<file path="config.mk">
export PLATFORM = sky130hd
export DESIGN_NAME = mem_port_arbiter_flat
export DESIGN_NICKNAME = d
export VERILOG_FILES = /design/src/rtl/mem_port_arbiter_if.sv /design/src/rtl/mem_port_arbiter.sv /design/src/flat_wrapper.sv
export SDC_FILE = /design/constraint.sdc
export NUM_CORES = 1
export LEC_CHECK = 0
export BUFFER_PORTS_ARGS = -buffer_cell sky130_fd_sc_hd__buf_2
export CELL_PAD_IN_SITES_DETAIL_PLACEMENT = 0
export CELL_PAD_IN_SITES_GLOBAL_PLACEMENT = 1
export CORE_MARGIN = 5
export CORE_UTILIZATION = 17
export CTS_CLUSTER_DIAMETER = 30
export DETAILED_ROUTE_END_ITERATION = 10
export GPL_ROUTABILITY_DRIVEN = 0
export GPL_TIMING_DRIVEN = 0
export PLACE_DENSITY_LB_ADDON = 0.25
export SETUP_SLACK_MARGIN = 0.2
export SLEW_MARGIN = 40
export SYNTH_ARGS = -nofsm -noshare
export SYNTH_HDL_FRONTEND = slang
export SYNTH_SLANG_ARGS = --single-unit
export TNS_END_PERCENT = 50
</file>
<file path="constraint.sdc">
create_clock -name clk -period 2.65 [get_ports clk]
set_input_delay 0.795 -clock clk [delete_from_list [all_inputs] [get_ports clk]]
set_output_delay 0.795 -clock clk [all_outputs]
set_load 0.05 [all_outputs]
</file>
<file path="src/rtl/mem_port_arbiter_if.sv">
`default_nettype none
// ============================================================================
// Module      : mem_port_arbiter_if
// Description : Requester and memory-side signal bundle for mem_port_arbiter.
// Revision    : 1.0 - initial release
// ============================================================================
interface mem_port_arbiter_if #(
    parameter int ADDR_W = 16,
    parameter int DATA_W = 16
);
    logic              d_req;
    logic              d_we;
    logic [ADDR_W-1:0] d_addr;
    logic [DATA_W-1:0] d_wdata;
    logic              d_gnt;
    logic              d_rvalid;
    logic [DATA_W-1:0] d_rdata;

    logic              i_req;
    logic [ADDR_W-1:0] i_addr;
    logic              i_gnt;
    logic              i_rvalid;
    logic [DATA_W-1:0] i_rdata;

    logic              x_req;
    logic              x_we;
    logic [ADDR_W-1:0] x_addr;
    logic [DATA_W-1:0] x_wdata;
    logic              x_gnt;
    logic              x_rvalid;
    logic [DATA_W-1:0] x_rdata;

    logic [ADDR_W-1:0] mem_addr;
    logic              mem_re;
    logic              mem_we;
    logic [DATA_W-1:0] mem_wdata;
    logic [DATA_W-1:0] mem_rdata;

    // Master side is the environment: the three requesters plus the memory.
    modport master (
        output d_req, d_we, d_addr, d_wdata,
        input  d_gnt, d_rvalid, d_rdata,
        output i_req, i_addr,
        input  i_gnt, i_rvalid, i_rdata,
        output x_req, x_we, x_addr, x_wdata,
        input  x_gnt, x_rvalid, x_rdata,
        input  mem_addr, mem_re, mem_we, mem_wdata,
        output mem_rdata
    );

    modport slave (
        input  d_req, d_we, d_addr, d_wdata,
        output d_gnt, d_rvalid, d_rdata,
        input  i_req, i_addr,
        output i_gnt, i_rvalid, i_rdata,
        input  x_req, x_we, x_addr, x_wdata,
        output x_gnt, x_rvalid, x_rdata,
        output mem_addr, mem_re, mem_we, mem_wdata,
        input  mem_rdata
    );
endinterface
`default_nettype wire

</file>
<file path="src/rtl/mem_port_arbiter.sv">
`default_nettype none
// ============================================================================
// Module      : mem_port_arbiter
// Description : Three-way aged fixed-priority arbiter onto one sync-read memory.
// Revision    : 1.0 - initial release
// ============================================================================
module mem_port_arbiter #(
    parameter int ADDR_W       = 16,
    parameter int DATA_W       = 16,
    parameter int STARVE_LIMIT = 4
) (
    input  wire logic clk,
    input  wire logic rst,
    mem_port_arbiter_if.slave bus
);
    localparam logic [3:0] c_limit    = 4'(STARVE_LIMIT);
    localparam logic [1:0] c_own_none = 2'd0;
    localparam logic [1:0] c_own_d    = 2'd1;
    localparam logic [1:0] c_own_i    = 2'd2;
    localparam logic [1:0] c_own_x    = 2'd3;

    logic [3:0] age_i_q, age_i_d;
    logic [3:0] age_x_q, age_x_d;
    logic [1:0] rd_owner_q, rd_owner_d;

    logic w_prom_i, w_prom_x;
    logic w_gnt_d, w_gnt_i, w_gnt_x;

    assign w_prom_i = (age_i_q == c_limit);
    assign w_prom_x = (age_x_q == c_limit);

    // Order: promoted i, promoted x, then base d > i > x.
    always_comb begin
        w_gnt_d = 1'b0;
        w_gnt_i = 1'b0;
        w_gnt_x = 1'b0;
        if (!rst) begin
            if (bus.i_req && w_prom_i)      w_gnt_i = 1'b1;
            else if (bus.x_req && w_prom_x) w_gnt_x = 1'b1;
            else if (bus.d_req)             w_gnt_d = 1'b1;
            else if (bus.i_req)             w_gnt_i = 1'b1;
            else if (bus.x_req)             w_gnt_x = 1'b1;
        end
    end

    assign bus.d_gnt = w_gnt_d;
    assign bus.i_gnt = w_gnt_i;
    assign bus.x_gnt = w_gnt_x;

    always_comb begin
        bus.mem_addr  = '0;
        bus.mem_re    = 1'b0;
        bus.mem_we    = 1'b0;
        bus.mem_wdata = '0;
        rd_owner_d    = c_own_none;
        if (w_gnt_d) begin
            bus.mem_addr  = bus.d_addr;
            bus.mem_re    = !bus.d_we;
            bus.mem_we    = bus.d_we;
            bus.mem_wdata = bus.d_wdata;
            rd_owner_d    = bus.d_we ? c_own_none : c_own_d;
        end else if (w_gnt_i) begin
            bus.mem_addr  = bus.i_addr;
            bus.mem_re    = 1'b1;
            rd_owner_d    = c_own_i;
        end else if (w_gnt_x) begin
            bus.mem_addr  = bus.x_addr;
            bus.mem_re    = !bus.x_we;
            bus.mem_we    = bus.x_we;
            bus.mem_wdata = bus.x_wdata;
            rd_owner_d    = bus.x_we ? c_own_none : c_own_x;
        end
    end

    always_comb begin
        age_i_d = age_i_q;
        age_x_d = age_x_q;
        if (!bus.i_req || w_gnt_i)  age_i_d = 4'd0;
        else if (age_i_q < c_limit) age_i_d = age_i_q + 4'd1;
        if (!bus.x_req || w_gnt_x)  age_x_d = 4'd0;
        else if (age_x_q < c_limit) age_x_d = age_x_q + 4'd1;
    end

    always_ff @(posedge clk) begin
        if (rst) begin
            age_i_q    <= 4'd0;
            age_x_q    <= 4'd0;
            rd_owner_q <= c_own_none;
        end else begin
            age_i_q    <= age_i_d;
            age_x_q    <= age_x_d;
            rd_owner_q <= rd_owner_d;
        end
    end

    // Reset masks a read already in flight so no stale data is returned.
    assign bus.d_rvalid = !rst && (rd_owner_q == c_own_d);
    assign bus.i_rvalid = !rst && (rd_owner_q == c_own_i);
    assign bus.x_rvalid = !rst && (rd_owner_q == c_own_x);

    assign bus.d_rdata = bus.d_rvalid ? bus.mem_rdata : '0;
    assign bus.i_rdata = bus.i_rvalid ? bus.mem_rdata : '0;
    assign bus.x_rdata = bus.x_rvalid ? bus.mem_rdata : '0;

endmodule
`default_nettype wire

</file>
<file path="src/flat_wrapper.sv">
// flat-port wrapper written by rule: the top's interface ports become plain ports
module mem_port_arbiter_flat 
#(
    parameter int ADDR_W       = 16,
    parameter int DATA_W       = 16,
    parameter int STARVE_LIMIT = 4
)
  (clk, rst, bus_d_req, bus_d_we, bus_d_addr, bus_d_wdata, bus_d_gnt, bus_d_rvalid, bus_d_rdata, bus_i_req, bus_i_addr, bus_i_gnt, bus_i_rvalid, bus_i_rdata, bus_x_req, bus_x_we, bus_x_addr, bus_x_wdata, bus_x_gnt, bus_x_rvalid, bus_x_rdata, bus_mem_addr, bus_mem_re, bus_mem_we, bus_mem_wdata, bus_mem_rdata);
  mem_port_arbiter_if #(.ADDR_W(ADDR_W), .DATA_W(DATA_W)) bus_i ();
  input  wire logic clk;
  input  wire logic rst;
  input wire logic [$bits(bus_i.d_req)-1:0] bus_d_req;
  input wire logic [$bits(bus_i.d_we)-1:0] bus_d_we;
  input wire logic [$bits(bus_i.d_addr)-1:0] bus_d_addr;
  input wire logic [$bits(bus_i.d_wdata)-1:0] bus_d_wdata;
  output wire logic [$bits(bus_i.d_gnt)-1:0] bus_d_gnt;
  output wire logic [$bits(bus_i.d_rvalid)-1:0] bus_d_rvalid;
  output wire logic [$bits(bus_i.d_rdata)-1:0] bus_d_rdata;
  input wire logic [$bits(bus_i.i_req)-1:0] bus_i_req;
  input wire logic [$bits(bus_i.i_addr)-1:0] bus_i_addr;
  output wire logic [$bits(bus_i.i_gnt)-1:0] bus_i_gnt;
  output wire logic [$bits(bus_i.i_rvalid)-1:0] bus_i_rvalid;
  output wire logic [$bits(bus_i.i_rdata)-1:0] bus_i_rdata;
  input wire logic [$bits(bus_i.x_req)-1:0] bus_x_req;
  input wire logic [$bits(bus_i.x_we)-1:0] bus_x_we;
  input wire logic [$bits(bus_i.x_addr)-1:0] bus_x_addr;
  input wire logic [$bits(bus_i.x_wdata)-1:0] bus_x_wdata;
  output wire logic [$bits(bus_i.x_gnt)-1:0] bus_x_gnt;
  output wire logic [$bits(bus_i.x_rvalid)-1:0] bus_x_rvalid;
  output wire logic [$bits(bus_i.x_rdata)-1:0] bus_x_rdata;
  output wire logic [$bits(bus_i.mem_addr)-1:0] bus_mem_addr;
  output wire logic [$bits(bus_i.mem_re)-1:0] bus_mem_re;
  output wire logic [$bits(bus_i.mem_we)-1:0] bus_mem_we;
  output wire logic [$bits(bus_i.mem_wdata)-1:0] bus_mem_wdata;
  input wire logic [$bits(bus_i.mem_rdata)-1:0] bus_mem_rdata;
  assign bus_i.d_req = bus_d_req;
  assign bus_i.d_we = bus_d_we;
  assign bus_i.d_addr = bus_d_addr;
  assign bus_i.d_wdata = bus_d_wdata;
  assign bus_d_gnt = bus_i.d_gnt;
  assign bus_d_rvalid = bus_i.d_rvalid;
  assign bus_d_rdata = bus_i.d_rdata;
  assign bus_i.i_req = bus_i_req;
  assign bus_i.i_addr = bus_i_addr;
  assign bus_i_gnt = bus_i.i_gnt;
  assign bus_i_rvalid = bus_i.i_rvalid;
  assign bus_i_rdata = bus_i.i_rdata;
  assign bus_i.x_req = bus_x_req;
  assign bus_i.x_we = bus_x_we;
  assign bus_i.x_addr = bus_x_addr;
  assign bus_i.x_wdata = bus_x_wdata;
  assign bus_x_gnt = bus_i.x_gnt;
  assign bus_x_rvalid = bus_i.x_rvalid;
  assign bus_x_rdata = bus_i.x_rdata;
  assign bus_mem_addr = bus_i.mem_addr;
  assign bus_mem_re = bus_i.mem_re;
  assign bus_mem_we = bus_i.mem_we;
  assign bus_mem_wdata = bus_i.mem_wdata;
  assign bus_i.mem_rdata = bus_mem_rdata;
  mem_port_arbiter #(.ADDR_W(ADDR_W), .DATA_W(DATA_W), .STARVE_LIMIT(STARVE_LIMIT)) u_core (.clk(clk), .rst(rst), .bus(bus_i));
endmodule
</file>
==> impl_results.md <==
* Nets at ~520
* Comb pwr share at about two thirds
* Pin count of the biggest net entering global routing at 11
* Syn Inst Count at about 190
* Syn Nets at 296
* Ys Warns at 0
* CORE AREA at between 0.008 and 0.009 mm²
* CP arrival at between 2 and 2.5 ns
* WS Path Type: in -> out
* CTS root buf: clkbuf_8
* CP Capture Point: bus_mem_addr[6]
* Reg-to-Reg End: u_core.rd_owner_q[0]
* Starting Density at roughly 17%
* Post-synthesis cell type with the largest combined area: and2_1
* Mapped Area at about 0.0014 mm²
* Initial antenna violation count at 0
* Seq pwr share at between 15 and 20%
* FF+latch count, synth at 10
* Pleak at between 1.5 and 2 nW
* Skew-Pair Late Insertion Delay at 0.23 ns
* FF-to-FF setup slack at 0.75 ns
* Internal power at approximately 0.00056 W
* Fmax at roughly 320 MHz
* Critical Path RT at roughly 1.9 ns
* Ant diodes at 0
* Hold Path Class: reg -> reg
* Area grow syn2layout at 204%
* Final hold slack at a little under 0.5 ns
* Num CTS Buffers at 3
* Clock slew at reported path FFs at roughly 0.050 ns
* Sequential area share after synthesis at approximately 14%
* DP Wirelength at between 5000 and 6000 µm
* Final wirelength at a little over 8000 µm
* Final worst slack at -0.438 ns
* Grt total ovfl at 0
* Avg Inst Size Synth at 7.57 µm²
* Vias post-DR at 2255
* Pre-CTS setup slack at -0.827 ns
* Top-area cell type share of the netlist area at a little over a fifth
* Skew final at around 0.0017 ns
* Count of final setup violators at 37
* PortBufs at around 190
* Drc violations at 0
* Ports at between 150 and 200
* Max cap viols at 0
* Reg2Reg Depth at 7
* Top FF cell, synth: dfxtp_1
* Slew of the pin with the lowest slew margin at about 0.36 ns
* Site Rows at 33
* Die area at approximately 0.010 mm²
* First-pass GRT wire length at about 11000 µm
* Sw Ratio at 42.4%
* Placed cell count at 483
* CP startpoint kind: input pin
* First DRT Iteration DRCs at 22
* Clock network power share at ~15%
* Die width at between 100 and 150 µm
* Final core occ at a little over half
* Vias in the first global route at between 2k and 2.5k
* Chip Height at 102 µm
* Via/cell ratio at 4.39
* Crit path max fanout at 5
* Clock Tree Buf Depth at 2
* RSZ-0062 raised after global routing: yes
* FFs w/ async S/R, synth at 0%
* Violated checks: setup timing
* Number of enable flip-flop cells after synthesis at 0
* Hold Vio Cnt, Final at 0
* CTS tree: done
* Cell Pwr Density at 225 mW/mm²
* Clk sinks at 10
* Status: finished, violations left
* Number of library cell types mapped by synthesis at 36
* Slew HR at about three quarters
* Layout cells sized above 1 at 83.1%
* Final ANT Viol Nets at 0
* Synth top area cells: and2_1 21%, dfxtp_1 14%, a22o_1 10%, a22oi_1 8.4%, a21oi_2 4.9%
* Final period util at 117%
* Most common cell after layout, fill and taps aside: buf_2
* First-pass detailed-route iteration total at 4
* CP Capture Type: output pin
* R2R Path Start: u_core.age_i_q[1]
* CP Launch Point: bus_i_req
* Final Slew Violations at 0
* NetSw at between 0.0004 and 0.0005 W
* VDD IR max at 0.168 mV
* Total chip power at about 0.00098 W
* Total routing usage reported by global routing at a little over an eighth
* Min Tclk post-route at between 3 and 4 ns
* Final Non-Filler Cells at a little over 500
* Wire per inst at approximately 16 µm
* Commonest non-fill, non-tap cells in the layout: 100 x buf_2, 56 x buf_8, 41 x and2_4
* H-tree depth at 1
==> stage by stage <==
step | area (µm²) | setup TNS, ns
6_report | 4350 | -14.34
5_1_grt | 4350 | -15.59
4_1_cts | 4060 | -14.32
3_5_place_dp | 2880 | -25.94
3_3_place_gp | 2870 | -38.74
2_1_floorplan | 1790 | -12.68
==> flip-flops by register name, summed over array words and instances (netlist names) <==
name / count
u_core.age_i_q: 4
u_core.age_x_q: 4
u_core.rd_owner_q: 2
==> power groups by stage <==
stage / combinational, W / clock (W) / sequential (W)
CTS: 0.000631 / 0.000155 / 0.000159
floorplan: 0.000326 / 0 / 0.000160
detailed placement: 0.000478 / 0 / 0.000161
global placement: 0.000475 / 0 / 0.000160
global route: 0.000701 / 0.000167 / 0.000160
finish: 0.000669 / 0.000150 / 0.000159
==> how the worst min path moves through the flow <==
stage / slack, ns / to / start / cells after the start
after CTS: 0.49 / u_core.age_x_q[3] / u_core.age_x_q[3] / 2
after global routing: 0.52 / u_core.age_i_q[3] / u_core.age_i_q[3] / 2
after detailed placement: 0.48 / u_core.age_x_q[3] / u_core.age_x_q[3] / 2
final: 0.49 / u_core.age_x_q[3] / u_core.age_x_q[3] / 2
after global placement: 0.49 / u_core.age_x_q[1] / u_core.age_x_q[1] / 2
after floorplan: 0.46 / u_core.age_x_q[3] / u_core.age_x_q[3] / 2
==> logic make-up after synthesis <==
group	Yosys count	share of synthesized area, %
xor gates and xnor gates	2	1.22
adders and majority gates	4	3.50
AOI/OAI and AO/OA	61	33.4
buffers and inverters	24	11.0
and+or+nand+nor	88	36.9
DFF	10	14.0
==> worst max-delay path: stages <==
cell,delay (ns)
buf_8,0.10
and4b_1,0.19
or4b_4,0.56
clkbuf_16,0.20
buf_16,0.15
nor2_4,0.10
a21oi_4,0.04
buf_6,0.16
==> area by class of cell <==
class / instances / area (µm²)
Fill cell: 698 / 3870
Timing Repair Buffer: 216 / 2050
Multi-Input combinational cell: 155 / 1590
Buffer: 14 / 272
Sequential cell: 10 / 203
Tap cell: 105 / 131
Inverter: 10 / 52.6
Clock buffer: 3 / 41.3
Timing Repair inverter: 1 / 8.76
==> routing by layer <==
layer / routed length, µm / track usage (%) / up-vias
li1: - / - / 1111
met1: 2870 / 15.0 / 1036
met2: 4550 / 27.0 / 108
met3: 764 / 3.10 / 0
met4: 0 / 1.43 / 0
met5: 0 / 0 / -
==> synth_stat cells (2+ instances only) <==
cell type and count:
inv_1 8, clkbuf_1 4, ha_1 4, a21oi_1 12
dfxtp_1 10, buf_6 4, nor2_2 8, a21oi_2 8
a22o_1 17, and2_1 48, nand2_1 3, nor2_1 17
nand3b_1 2, xnor2_1 2, a22oi_1 16, o21ai_0 3
buf_2 3, nor3b_1 2
==> repair_timing <==
action	CTS	global route
resized for setup	291	46
setup buffers	14	8
hold buffers	0	0
gates cloned	3	3
setup endpoints to repair	88	85
pin swaps	35	32
No activity file was read; power rests on OpenSTA's default activity.
